$ cat config.mk
export PLATFORM = sky130hd
export DESIGN_NAME = circle_raster
export DESIGN_NICKNAME = d
export VERILOG_FILES = /design/src/rtl/raster_pkg.sv /design/src/rtl/raster_clip.sv /design/src/rtl/circle_raster.sv
export SDC_FILE = /design/constraint.sdc
export NUM_CORES = 1
export LEC_CHECK = 0
export CORE_ASPECT_RATIO = 1.2
export CORE_MARGIN = 4
export CORE_UTILIZATION = 40
export DETAILED_ROUTE_END_ITERATION = 16
export SETUP_SLACK_MARGIN = 0.02
export SYNTH_ARGS = -nofsm -noshare
export SYNTH_HDL_FRONTEND = slang
export SYNTH_HIERARCHICAL = 1
export SYNTH_SLANG_ARGS = --single-unit
$ cat constraint.sdc
create_clock -name clk -period 5.3 [get_ports clk]
set_input_delay 0.53 -clock clk [delete_from_list [all_inputs] [get_ports clk]]
set_output_delay 0.53 -clock clk [all_outputs]
set_load 0.02 [all_outputs]
$ cat src/rtl/raster_pkg.sv
// raster_pkg: shared state encoding, octant table and clip helper for the raster blocks
package raster_pkg;
  typedef enum logic [2:0] {
    S_IDLE, S_INIT, S_TEST, S_PLOT, S_STEP, S_DONE
`ifdef CIRCLE_FILL_EN
    , S_SPAN
`endif
  } raster_state_t;
  // Entry k occupies bits [3k+2:3k] as {sx, sy, swap}; sx/sy set means subtract
  localparam logic [23:0] OCT_TBL = {3'b011, 3'b010, 3'b111, 3'b110,
                                     3'b101, 3'b100, 3'b001, 3'b000};
  function automatic logic on_screen(input logic signed [31:0] px, input logic signed [31:0] py,
                                     input int w, input int h);
    return px >= 0 && px < w && py >= 0 && py < h;
  endfunction
endpackage

$ cat src/rtl/raster_clip.sv
// raster_clip: combinational on-screen test gating a pixel write
module raster_clip
  import raster_pkg::*;
#(
  parameter int CW = 11,
  parameter int SCREEN_W = 160,
  parameter int SCREEN_H = 120
)(
  input  logic signed [CW-1:0] px,
  input  logic signed [CW-1:0] py,
  input  logic                 en,
  output logic                 plot
);
  assign plot = en && on_screen(32'(px), 32'(py), SCREEN_W, SCREEN_H);
endmodule

$ cat src/rtl/circle_raster.sv
// circle_raster: midpoint circle rasteriser with octant mask and clipping.
// Define CIRCLE_FILL_EN to add the fill port and horizontal-span filled-disc mode.
module circle_raster
  import raster_pkg::*;
#(
  parameter int SCREEN_W = 160,
  parameter int SCREEN_H = 120,
  parameter int X_W = 8,
  parameter int Y_W = 7,
  parameter int R_W = 8,
  parameter int COLOUR_W = 3
)(
  input  logic                clk,
  input  logic                rst_n,
  input  logic                start,
  output logic                ready,
  input  logic [X_W-1:0]      centre_x,
  input  logic [Y_W-1:0]      centre_y,
  input  logic [R_W-1:0]      radius,
  input  logic [COLOUR_W-1:0] colour,
  input  logic [7:0]          octant_en,
`ifdef CIRCLE_FILL_EN
  input  logic                fill,
`endif
  output logic                done,
  output logic [X_W-1:0]      vga_x,
  output logic [Y_W-1:0]      vga_y,
  output logic [COLOUR_W-1:0] vga_colour,
  output logic                vga_plot
);
  localparam int MW = X_W > Y_W ? X_W : Y_W;
  localparam int CW = (MW > R_W ? MW : R_W) + 3;
  localparam logic signed [CW-1:0] ONE = CW'(1);
  localparam logic signed [CW-1:0] THREE = CW'(3);
  localparam logic signed [CW-1:0] FIVE = CW'(5);
  raster_state_t state, nxt, first;
  logic signed [CW-1:0] x, y, crit, cx, cy, a, b, px, py;
  logic [7:0] oct_en;
  logic [2:0] k, oct;
  logic en, plot_ok;
`ifdef CIRCLE_FILL_EN
  logic fill_r;
  logic [1:0] s;
  logic signed [CW-1:0] sp_x, span_end;
  assign first = fill_r ? S_SPAN : S_PLOT;
  assign span_end = s[1] ? cx + y : cx + x;
`else
  assign first = S_PLOT;
`endif
  assign oct = OCT_TBL[3*k +: 3];
  assign a = oct[0] ? y : x;
  assign b = oct[0] ? x : y;
  always_comb begin
    px = oct[2] ? cx - a : cx + a;
    py = oct[1] ? cy - b : cy + b;
    en = state == S_PLOT && oct_en[k];
`ifdef CIRCLE_FILL_EN
    if (state == S_SPAN) begin
      px = sp_x;
      py = s[0] ? cy - (s[1] ? x : y) : cy + (s[1] ? x : y);
      en = 1'b1;
    end
`endif
  end
  raster_clip #(.CW(CW), .SCREEN_W(SCREEN_W), .SCREEN_H(SCREEN_H)) u_clip (
    .px(px), .py(py), .en(en), .plot(plot_ok)
  );
  always_comb begin
    nxt = state;
    case (state)
      S_IDLE: nxt = start && ready ? S_INIT : S_IDLE;
      S_INIT: nxt = S_TEST;
      S_TEST: nxt = y > x ? S_DONE : first;
      S_PLOT: nxt = k == 3'd7 ? S_STEP : S_PLOT;
`ifdef CIRCLE_FILL_EN
      S_SPAN: nxt = s == 2'd3 && sp_x == span_end ? S_STEP : S_SPAN;
`endif
      S_STEP: nxt = S_TEST;
      S_DONE: nxt = start ? S_DONE : S_IDLE;
      default: nxt = S_IDLE;
    endcase
  end
  always_ff @(posedge clk or negedge rst_n) begin
    if (!rst_n) begin
      state <= S_IDLE;
      ready <= 1'b0;
      done <= 1'b0;
      vga_plot <= 1'b0;
      vga_x <= '0;
      vga_y <= '0;
      vga_colour <= '0;
      x <= '0;
      y <= '0;
      crit <= '0;
      cx <= '0;
      cy <= '0;
      oct_en <= '0;
      k <= '0;
`ifdef CIRCLE_FILL_EN
      fill_r <= 1'b0;
      s <= '0;
      sp_x <= '0;
`endif
    end else begin
      state <= nxt;
      ready <= nxt == S_IDLE;
      done <= nxt == S_DONE;
      vga_plot <= plot_ok;
      vga_x <= px[X_W-1:0];
      vga_y <= py[Y_W-1:0];
      case (state)
        S_IDLE: if (start && ready) begin
          cx <= CW'(centre_x);
          cy <= CW'(centre_y);
          x <= CW'(radius);
          vga_colour <= colour;
          oct_en <= octant_en;
`ifdef CIRCLE_FILL_EN
          fill_r <= fill;
`endif
        end
        S_INIT: begin
          y <= '0;
          crit <= ONE - x;
        end
        S_TEST: begin
          k <= '0;
`ifdef CIRCLE_FILL_EN
          s <= '0;
          sp_x <= cx - x;
`endif
        end
        S_PLOT: k <= k + 3'd1;
`ifdef CIRCLE_FILL_EN
        S_SPAN: if (sp_x == span_end) begin
          s <= s + 2'd1;
          sp_x <= s == 2'd0 ? cx - x : cx - y;
        end else sp_x <= sp_x + ONE;
`endif
        S_STEP: begin
          y <= y + ONE;
          if (crit[CW-1] || crit == '0) crit <= crit + (y <<< 1) + THREE;
          else begin
            x <= x - ONE;
            crit <= crit + ((y - x) <<< 1) + FIVE;
          end
        end
        default: ;
      endcase
    end
  end
endmodule

==> After elaboration in Yosys (flattened, before gate mapping) <==
Index checks and enable logic that the tools add are counted.
Widths: inputs -> output; s select.
{ "word_totals": {"reg_bits": 83, "inputBits": 37, "out_inout_bits": 21, "word_cells": 78} }
{ "classes": {"addsub": 13, "mul": 1, "order_cmp": 6, "eq_ne": 9, "shift": 1, "muxes": 18, "reduce_logical": 16} }
{ "ops": {"columns": ["operator", "n"], "rows": [
  ["$mux 11", 7],
  ["$pmux 11 s2", 3],
  ["$shiftx 24x6->3 const A", 1],
  ["$add 11x11->11", 2],
  ["$ge 11x1->1 const B", 2],
  ["$pmux 3 s5", 1],
  ["$eq 3x3->1 const B", 4],
  ["$add 11x2->11 const B", 1],
  ["$add 11x3->11 const B", 1],
  ["$add 11x4->11 const B", 1],
  ["$add 8x11->11", 1],
  ["$add 9x11->11", 1],
  ["$gt 11x11->1", 1],
  ["$logic_not 11->1", 1],
  ["$lt 11x8->1 const B", 1],
  ["$lt 11x9->1 const B", 1],
  ["$sub 11x2->11 const B", 1],
  ["$sub 2x11->11 const A", 1],
  ["$sub 8x11->11", 1],
  ["$sub 9x11->11", 1],
  ["$sub 10x10->10", 1],
  ["$mux 3", 3],
  ["$eq 3x2->1 const B", 2],
  ["$logic_and 1x1->1", 6],
  ["14 further kinds", 19]
]} }

==> Longest topological paths before layout <==
Gate-level depths: netlist (run 1).
{ "depth": {"ltp_word": 10, "mapped_depth": 20, "ltp_nobuf": 17} }

==> Cells and area by module <==
Netlist (run 1), hierarchy kept.
{ "modules_own_cells": {"columns": ["module", "n_inst", "cells_per_inst", "area_each_um2", "seq_area_each_um2"], "rows": [
  ["circle_raster", 1, 739, 6696.4, 2077.0],
  ["raster_clip", 1, 5, 41.3, 0.0]
]} }

==> Worst setup path after synthesis (run 1) <==
OpenSTA, ideal clock, no wires.
{ "synth_timing": {"kind": "register to register", "from": "register k[0]", "to": "register vga_plot", "arrival_time_ns": 4.077, "t_required_ns": 5.232, "setup_slack_ns": 1.155, "path_stages_with_launch": 19, "n_path_buf": 5, "synth_period_minus_slack_ns": 4.145, "path_cell_list": "dfrtp_1 buf_2 buf_2 buf_2 buf_4 buf_2 nand2_1 o21a_1 ha_1 nor4b_1 or3_1 xnor2_1 ha_1 or4_1 o21ai_0 nor3_1 xnor2_1 nor4_1 and4_1"} }
{ "synth_between": {"elab_chain_len": 10} }
{ "synth_rtl": {"columns": ["element", "line", "text"], "rows": [
  ["start: declaration", "circle_raster.sv:39", "logic [2:0] k, oct;"],
  ["start signal: assignment", "circle_raster.sv:133", "S_PLOT: k <= k + 3'd1;"],
  ["$mul 2x3->5 (*)", "circle_raster.sv:50", "assign oct = OCT_TBL[3*k +: 3];"],
  ["$shiftx 24x6->3 (*)", "circle_raster.sv:50", null],
  ["$mux 11", "circle_raster.sv:51", "assign a = oct[0] ? y : x;"],
  ["$add 9x11->11 / $sub 9x11->11 (equally long branches)", "circle_raster.sv:54", "px = oct[2] ? cx - a : cx + a;"],
  ["$mux 11 (*)", "circle_raster.sv:54", null],
  ["net px[10]", "circle_raster.sv:37", "logic signed [CW-1:0] x, y, crit, cx, cy, a, b, px, py;"],
  ["$ge 11x1->1 / $lt 11x9->1 (equally long branches)", "raster_pkg.sv:14", "return px >= 0 && px < w && py >= 0 && py < h;"],
  ["$logic_and 1x1->1 (*) (3 in series)", "raster_pkg.sv:14", null],
  ["$logic_and 1x1->1 (*)", "raster_clip.sv:14", "assign plot = en && on_screen(32'(px), 32'(py), SCREEN_W, SCREEN_H);"],
  ["net plot_ok", "circle_raster.sv:40", "logic en, plot_ok;"],
  ["end signal: assignment", "circle_raster.sv:108", "vga_plot <= plot_ok;"],
  ["end: declaration", "circle_raster.sv:29", "output logic vga_plot"]
]} }
The timed path passes the listed nets; every way through them passes the cells marked *. The select of a mux whose other input is x is not followed.
A chain may end at the register's enable or synchronous reset.

==> Final worst setup path (run 1) <==
Ends and elaborated chain as after synthesis.

==> results of run 1 <==
==> sequential cells by signal, indices dropped and copies added (netlist names) <==
| name | flops |
|---|---|
| ready | 1 |
| vga_x | 8 |
| k | 3 |
| oct_en | 8 |
| vga_plot | 1 |
| state | 3 |
| vga_colour | 3 |
| cx | 8 |
| y | 11 |
| done | 1 |
| x | 11 |
| cy | 7 |
| vga_y | 7 |
| crit | 11 |
==> worst max-delay path, stage by stage, from the launching register on <==
cell and delay (ns):
dfrtp_2 0.72, mux2i_1 0.30, ha_1 0.23, nor4bb_1 0.35, o22a_1 0.26, nor2_1 0.07
xor2_1 0.21, ha_1 0.24, or4_1 0.46, o21ai_0 0.33, nor3_1 0.11, xnor2_1 0.14
nor4_1 0.28, and4_1 0.23
==> through the flow <==
stage                     hold slack [ns]  worst slack (ns)
after global routing                0.485             0.964
after floorplan                     0.234              1.16
final                               0.375              1.28
after CTS                           0.429              1.21
after global placement              0.488              1.33
after detailed placement            0.495              1.24
==> kinds of logic after synthesis <==
family	count (synthesis)
AND/OR/NAND/NOR	207
AO/OA/AOI/OAI	180
flip-flops	83
buffers and inverters	77
adder cells (fa/ha/maj)	74
XOR/XNOR	64
multiplexers	59
==> path summary, 6_finish.rpt <==
kind                                           start                         to  slack [ns]  cells after the start
min reg2reg                vga_colour[0]$_DFFE_PN0P_  vga_colour[0]$_DFFE_PN0P_        0.51                      1
max in group asynchronous                      rst_n           k[0]$_DFFE_PN0P_        4.19                      1
min in group clk           vga_colour[0]$_DFFE_PN0P_  vga_colour[0]$_DFFE_PN0P_        0.51                      1
max reg2reg                         k[0]$_DFFE_PN0P_         vga_plot$_DFF_PN0_        1.28                     13
min                                            rst_n          cy[3]$_DFFE_PN0P_        0.37                      1
max                                 k[0]$_DFFE_PN0P_         vga_plot$_DFF_PN0_        1.28                     13
==> placed cells by master, fill, tap and decap left out, drive strengths merged, types with 4 or more instances in the layout <==
master,Yosys,layout
nand2b,8,8
o211ai,8,8
nor2b,9,9
fa,5,5
a31oi,8,8
nand2,42,42
nor2,63,63
o31ai,4,4
clkdlybuf4s50,0,56
and3,4,4
dfrtp,83,83
o21a,9,9
a21o,11,11
nor3,20,20
nand4,9,9
buf,10,6
ha,69,69
o21ai,48,48
inv,38,38
a211oi,13,13
clkbuf,29,10
nand3,11,11
and2,4,4
xor2,23,23
a21oi,47,47
mux2,29,29
mux2i,28,28
nor4,12,12
or3,8,8
o22ai,7,7
xnor2,41,41
==> area by class of cell <==
class	instances	share of cell area, %
Clock buffer	10	2.95
Clock inverter	6	1.16
Inverter	38	1.84
Multi-Input combinational cell	584	56.0
Sequential cell	83	26.8
Tap cell	212	3.42
Timing Repair Buffer	62	7.81
==> routing by layer <==
layer / vias to the layer above / part of all wire [%]
met5: - / 0
met4: 0 / 2.2
met3: 31 / 3.3
met2: 112 / 51
met1: 2700 / 43
li1: 2754 / -
==> summary.txt, run 1 <==
Run status
  – Status: completed

STA
  – Setup TNS: 0 ns
  – Final period utilization: 75.8%
  – Fmax: 249 MHz
  – Actual slew at the worst max-slew pin: 1.07 ns
  – Setup violators final: 0
  – Relative slew slack: 28.3%
  – Final slew viol count: 0
  – Final clock skew: 0.00949 ns
  – Final Hold Fails: 0
  – RSZ-0062 raised after global routing: false
  – Final min period: 4.02 ns

Synth
  – Synth top cells by count: dfrtp_1, ha_1, nor2_1
  – Post-synth EDFFs: 0
  – Syn Inst Count: 744
  – Dominant synthesized flop cell: dfrtp_1
  – Count leader, synth: dfrtp_1
  – Adder-Cell Fraction of Synth Area: 14.3%
  – Area of the mapped netlist: 6740 um^2
  – Synth Area in Simple Gates: 15.4%
  – Register area share after synthesis: 30.8%
  – Top cell type's share of synthesized area: 30.8%
  – Post-Synth XOR/XNOR Area: 8.32%
  – Largest family of logic cells by synthesized area: compound AO/OA/AOI/OAI gates
  – Synthesized area per cell: 9.06 um^2
  – Synth area leader: dfrtp_1
  – Syn_nets: 855
  – Area contributors post-synth: dfrtp_1, ha_1, xnor2_1
  – Synth Register Bits: 83
  – Post-synth cell types: 59
  – Warnings from Yosys: 6
  – Multiplexer share of the synthesized area: 9.68%
  – Async set-or-reset flop fraction in the synthesized netlist: 100%
  – Post-synthesis compound-gate area fraction: 16.7%

Clock network
  – Cts bufs inserted: 9
  – Setup repair bufs after CTS: 0
  – Clk root buf: clkbuf_16
  – H-Tree Depth: 3
  – Clock sinks: 83
  – Skew-Pair Late Insertion Delay: 0.35 ns
  – CTS Buffer Depth: 2
  – Cells resized by post-CTS repair: 0
  – Clock Pin Slew Worst Setup and Hold Paths: 0.07 ns
  – CTS tree: done
  – Post-CTS Hold Buffers: 0

Floorplanning
  – I/O Pins: 58
  – Die area: 19,000 um^2
  – Starting Density: 41.1%
  – Rows: 51
  – Chip width: 126 um
  – Core Area: 16,400 um^2
  – Die H: 150 um

Placed design
  – Placed cell area: 7440 um^2
  – Dpl hpwl: 13.3 mm
  – Routability cong.: 0.942
  – Post-Place Cells: 979
  – Buffers on Ports: 57

Cells and area
  – Register area: 2080 um^2
  – Final core utilization: 47.3%
  – Fin cells: 995
  – Area of the multi-input gates: 4350 um^2
  – Fin area: 7760 um^2
  – # fillers: 1,527
  – Area grow syn2layout: 15.1%
  – Ant. Diodes: 0
  – # nets final: 889
  – Layout cells sized above 1: 7.92%

Worst setup path
  – Max FO, Critical Path: 30
  – Endpoint class of the critical path: flip-flop
  – Worst EP required: 5.58 ns
  – Crit path DAT: 4.29 ns
  – Critical Path Start Type: flip-flop
  – Worst Path Class, Setup: flip-flop to flip-flop

GRT
  – GRT met1 Usage: 22.7%
  – Grt total ovfl: 0
  – Pin count of the biggest net entering global routing: 84
  – Busiest grt layer: met2
  – First-pass GRT wire length: 29.8 mm
  – Vias in the first global route: 6,007
  – GR Layer Usage met2: 35.8%
  – Initial antenna violation count: 0
  – GR Util met3: 3.30%
  – Total GRT Usage: 19.3%

Detailed routing
  – Vias per inst: 5.63
  – Routed len/inst: 17.9 um
  – Post-Route WL: 17.8 mm
  – DRT antenna net count: 0
  – Via Count: 5,597
  – # DRC: 0
  – Initial drt markers: 325
  – Iteration count of the initial detailed-routing pass: 5

Min path
  – HP Class: input port to asynchronous set/reset pin

Flow run
  – Max-Cap Viols: 0
Power of run 1 is not shown: default switching activity piles up to over one toggle a cycle in this logic, so the estimate is an artifact.
==> run 2: changes to the inputs <==
==> constraint.sdc (replaced) <==
create_clock -name clk -period 3.3 [get_ports clk]
set_input_delay 0.33 -clock clk [delete_from_list [all_inputs] [get_ports clk]]
set_output_delay 0.33 -clock clk [all_outputs]
set_load 0.02 [all_outputs]
==> run 2 against run 1 <==
The flow now finishes with violations (negative setup slack). Critical endpoint is now crit[9]$_DFFE_PN0P_. Clock skew hardly changed. Utilization is 4.8 points higher. Maximum frequency up 22%. Setup slack got worse by 1.3 ns. Via count grew 8.1%. Cell area increased by 10%. Count of clock-buffer cells in the layout rose by 1. First-iteration DRC count shrank 18%. Sequential cell count is the same. Global-route usage increased by 1.5 points. Register-to-register slack got worse by 1.3 ns.
==> summary.txt, run 2 (synthesis gave the netlist of run 1 again) <==
Run status
  – Status: finished, violations left
  – Failing checks: negative setup slack

GRT
  – Total GRT Usage: 20.8%
  – Grt total ovfl: 0
  – Vias in the first global route: 6,412
  – Pin count of the biggest net entering global routing: 52
  – First-pass GRT wire length: 31.8 mm
  – Initial antenna violation count: 0

Cells and area
  – Most frequent cells in the layout: dfrtp_1, buf_4, nor2_1, ha_1, clkdlybuf4s50_1
  – Most common cell after layout, fill and taps aside: dfrtp_1
  – Ant. Diodes: 0
  – Layout cells sized above 1: 21.4%
  – Top flop regs: crit: 11 flops, x: 11 flops, y: 11 flops
  – # nets final: 958
  – Area grow syn2layout: 26.9%

Worst setup path
  – Critical Path Start Type: flip-flop
  – Max FO, Critical Path: 4
  – Crit path DAT: 3.59 ns
  – Endpoint class of the critical path: flip-flop
  – Worst path slowest cell: fa_2
  – Worst EP required: 3.58 ns
  – Crit-path max cell delay: 0.51 ns
  – Most used cell, CP: inv_2
  – Delay-heaviest family, CP: adder cells
  – Worst Path Class, Setup: flip-flop to flip-flop
  – CP Buf/Inv Count: 4
  – CP cell instances: inv_4, ha_4, inv_2, fa_2, inv_2, ha_4, inv_2, fa_2, a21o_1, a211o_1, a2111oi_4, nor4_2, or3_1, a21oi_2

Placed design
  – Dpl hpwl: 15.0 mm
  – Pre-CTS setup slack: -0.186 ns
  – Routability cong.: 0.860
  – Buffers on Ports: 57

STA
  – Setup WS post-layout: -0.00434 ns
  – Final min period: 3.30 ns
  – Relative slew slack: 52.5%
  – Final Hold Fails: 0
  – Actual slew at the worst max-slew pin: 0.712 ns
  – Fmax: 303 MHz
  – Setup TNS: -0.00434 ns
  – Final period utilization: 100%
  – Setup violators final: 1
  – RSZ-0062 raised after global routing: true
  – Final clock skew: 0.00965 ns
  – Final slew viol count: 0

Clock network
  – CTS Buffer Depth: 2
  – Clock Pin Slew Worst Setup and Hold Paths: 0.07 ns
  – H-Tree Depth: 3
  – Cts bufs inserted: 9
  – Post-CTS Hold Buffers: 0
  – Skew-Pair Late Insertion Delay: 0.35 ns
  – Clock sinks: 83
  – CTS tree: done
  – Clk root buf: clkbuf_16

Floorplanning
  – Chip width: 126 um
  – Starting Density: 41.1%
  – Core Area: 16,400 um^2
  – I/O Pins: 58
  – Die area: 19,000 um^2
  – Rows: 51
  – Die H: 150 um

Detailed routing
  – Iteration count of the initial detailed-routing pass: 5
  – Routed len/inst: 18.0 um
  – DRT antenna net count: 0
  – # DRC: 0
  – Vias per inst: 5.68
  – Initial drt markers: 266
  – Via Count: 6,048
  – Post-Route WL: 19.2 mm

Min path
  – HP Class: input port to asynchronous set/reset pin

Flow run
  – Max-Cap Viols: 0
[run 2: changes by cell type in the layout (fill, tap and decap cells not counted), moves of 5 or more]
cell     previous run  this run
o21ai_1             0         6
ha_1               69        59
ha_2                0         5
a21oi_2             0         7
ha_4                0         5
o21ai_0            48        38
inv_2               0         5
a21oi_1            47        40
inv_1              38        32
buf_4               6        74
[run 2: timing repair]
action | CTS | global route
gates resized for setup | 12 | 38
pin swaps | 5 | 7
setup buffers | 3 | 4
setup endpoints to repair | 2 | 5
cloned | 0 | 0
[run 2: worst paths after layout]
kind                                        from                    end  slack (ns)  depth (start not counted)
max                             y[0]$_DFFE_PN0P_    crit[9]$_DFFE_PN0P_      -0.004                         14
min                                        rst_n      cy[5]$_DFFE_PN0P_        0.05                          1
max reg2reg                     y[0]$_DFFE_PN0P_    crit[9]$_DFFE_PN0P_      -0.004                         14
min reg2reg                oct_en[6]$_DFFE_PN0P_  oct_en[6]$_DFFE_PN0P_        0.51                          1
max in group asynchronous                  rst_n       y[1]$_DFFE_PN0P_        2.47                          2
min in group clk           oct_en[6]$_DFFE_PN0P_  oct_en[6]$_DFFE_PN0P_        0.51                          1
[run 2: final cells by class]
class | count | area [um^2]
Clock buffer | 11 | 233
Clock inverter | 5 | 61.3
Fill cell | 1496 | 7850
Inverter | 38 | 145
Multi-Input combinational cell | 584 | 4630
Sequential cell | 83 | 2080
Tap cell | 212 | 265
Timing Repair Buffer | 131 | 1140
[run 2: metal layers]
metal | global-route usage (%) | vias up | wire [um]
met4 | 8.74 | 0 | 625
met1 | 23.6 | 2973 | 7680
li1 | - | 2897 | -
met2 | 38.7 | 140 | 10100
met5 | 0 | - | 0
met3 | 2.95 | 38 | 722
[run 2: stage by stage]
step | util [%] | hold WS (ns) | instances | area, um^2
2_1_floorplan | - | 0.0344 | 744 | 6900
3_3_place_gp | 48.9 | 0.412 | 1041 | 8020
3_5_place_dp | 48.9 | 0.433 | 1041 | 8020
4_1_cts | 51.0 | 0.0612 | 1060 | 8370
5_1_grt | 52.1 | 0.0923 | 1064 | 8550
6_report | 52.1 | 0.0454 | 1064 | 8550
Power of run 2 is left out for the same reason.
==> run 3: changes to the inputs <==
--- a/config.mk
+++ b/config.mk
@@ -8,6 +8,7 @@
 export CORE_ASPECT_RATIO = 1.2
 export CORE_MARGIN = 4
 export CORE_UTILIZATION = 40
+export CTS_BUF_LIST = sky130_fd_sc_hd__clkbuf_4 sky130_fd_sc_hd__clkbuf_8
 export DETAILED_ROUTE_END_ITERATION = 16
 export SETUP_SLACK_MARGIN = 0.02
 export SYNTH_ARGS = -nofsm -noshare
==> run 3 against run 2 <==
The run now ends clean. Sequential share of layout area is 0.15 points higher. Die area stayed put. Clock skew grew 0.017 ns. Critical path depth unchanged. Critical path type unchanged. Cell area shrank 0.63%. Global-route usage grew 0.054 points. Sequential cell count stayed put. First-iteration DRC count increased by 4.1%. Maximum frequency increased by 0.22%.
==> summary.txt, run 3 (synthesis gave the netlist of run 1 again) <==
Run status
  – Status: completed

STA
  – Final slew viol count: 0
  – Final period utilization: 99.9%
  – Final min period: 3.30 ns
  – RSZ-0062 raised after global routing: true
  – Fmax: 303 MHz
  – Setup violators final: 0
  – Final Hold Fails: 0
  – Final clock skew: 0.0263 ns
  – Actual slew at the worst max-slew pin: 0.714 ns
  – Relative slew slack: 52.4%

Floorplanning
  – I/O Pins: 58
  – Die H: 150 um
  – Core Area: 16,400 um^2
  – Starting Density: 41.1%
  – Die area: 19,000 um^2
  – Chip width: 126 um
  – Rows: 51

Clock network
  – CTS Buffer Depth: 2
  – Clk root buf: clkbuf_8
  – Clock Pin Slew Worst Setup and Hold Paths: 0.10 ns
  – Skew-Pair Late Insertion Delay: 0.39 ns
  – Clock sinks: 83
  – Cts bufs inserted: 9
  – CTS tree: done
  – H-Tree Depth: 3

Worst setup path
  – FF-to-FF setup slack: 0.003 ns
  – Crit path DAT: 3.63 ns
  – Worst Path Class, Setup: flip-flop to flip-flop
  – Most used cell, CP: inv_2
  – Worst EP required: 3.63 ns
  – Critical Path Start Type: flip-flop
  – CP cell instances: inv_4, ha_4, inv_2, fa_2, inv_2, ha_4, inv_2, fa_2, a21o_1, a211o_1, a2111oi_4, nor4_2, or3_1, a21oi_2
  – Endpoint class of the critical path: flip-flop
  – Worst path slowest cell: fa_2
  – Max FO, Critical Path: 4
  – Crit-path max cell delay: 0.51 ns

Placed design
  – Buffers on Ports: 57
  – Routability cong.: 0.860
  – Dpl hpwl: 15.0 mm
  – Placed cell area: 8020 um^2

GRT
  – Grt total ovfl: 0
  – Total GRT Usage: 20.8%
  – Initial antenna violation count: 0
  – First-pass GRT wire length: 31.9 mm
  – Vias in the first global route: 6,423
  – Pin count of the biggest net entering global routing: 52

Cells and area
  – Most common cell after layout, fill and taps aside: dfrtp_1
  – Fin area: 8500 um^2
  – Most frequent cells in the layout: dfrtp_1, buf_4, nor2_1, ha_1, clkdlybuf4s50_1
  – Top flop regs: crit: 11 flops, x: 11 flops, y: 11 flops
  – Layout cells sized above 1: 22.1%
  – # nets final: 961
  – Ant. Diodes: 0
  – Area grow syn2layout: 26.1%

Detailed routing
  – Via Count: 6,057
  – Vias per inst: 5.68
  – Initial drt markers: 277
  – Iteration count of the initial detailed-routing pass: 6
  – Routed len/inst: 18.0 um
  – Post-Route WL: 19.2 mm
  – # DRC: 0
  – DRT antenna net count: 0

Flow run
  – Max-Cap Viols: 0

Min path
  – HP Class: input port to asynchronous set/reset pin
==> run 3: cell types whose count changed in the layout (fill, tap and decap cells not counted), sizes merged <==
cell  change
buf       +3
==> run 3: stage by stage <==
stage,setup WS (ns),instances,hold slack (ns),utilization [%],TNS (ns)
detailed placement,-0.186,1041,0.433,48.9,-0.228
CTS,-0.0283,1060,0.0135,50.5,-0.0283
global placement,-0.103,1041,0.412,48.9,-0.103
global route,-0.133,1067,0.0463,51.8,-0.250
finish,0.00307,1067,0.000649,51.8,0
floorplan,-0.251,744,0.0344,-,-0.251
==> run 3: metal layers <==
layer | routed length (um) | share of wire, % | track usage, %
met2 | 10200 | 53 | 38.8
met3 | 716 | 3.7 | 2.98
met4 | 652 | 3.4 | 8.64
met1 | 7680 | 40 | 23.7
met5 | 0 | 0 | 0
==> run 3: what timing repair did <==
item,CTS,global route
hold buffers,0,0
gates resized for setup,13,39
setup buffers,3,7
setup endpoints to repair,3,5
hold endpoints to repair,0,0
pin swaps,6,11
==> run 3: path summary, 6_finish.rpt <==
check | from | endpoint | depth (start not counted)
hold reg to reg | oct_en[6]$_DFFE_PN0P_ | oct_en[6]$_DFFE_PN0P_ | 1
hold / removal | rst_n | y[7]$_DFFE_PN0P_ | 1
setup reg to reg | y[0]$_DFFE_PN0P_ | crit[9]$_DFFE_PN0P_ | 14
min in group clk | radius[0] | x[0]$_DFFE_PN0P_ | 3
setup / recovery | y[0]$_DFFE_PN0P_ | crit[9]$_DFFE_PN0P_ | 14
max in group asynchronous | rst_n | y[1]$_DFFE_PN0P_ | 2
==> run 3: critical path: cells and delay by family, from the launching register on <==
family / cells / cell delay (ns)
compound gates: 4 / 0.98
fa+ha+maj: 4 / 1.23
flops: 1 / 0.45
buf+inv: 4 / 0.20
simple gates: 2 / 0.39
==> run 3: cell type report <==
| cell class | instances | area (um^2) |
|---|---|---|
| clock buffer | 11 | 139 |
| clock inverter | 5 | 61.3 |
| fill | 1514 | 7900 |
| inverter | 38 | 145 |
| multi-input combinational | 584 | 4650 |
| sequential | 83 | 2080 |
| tap | 212 | 265 |
| timing repair buffer | 134 | 1160 |
Power of run 3 is left out for the same reason.
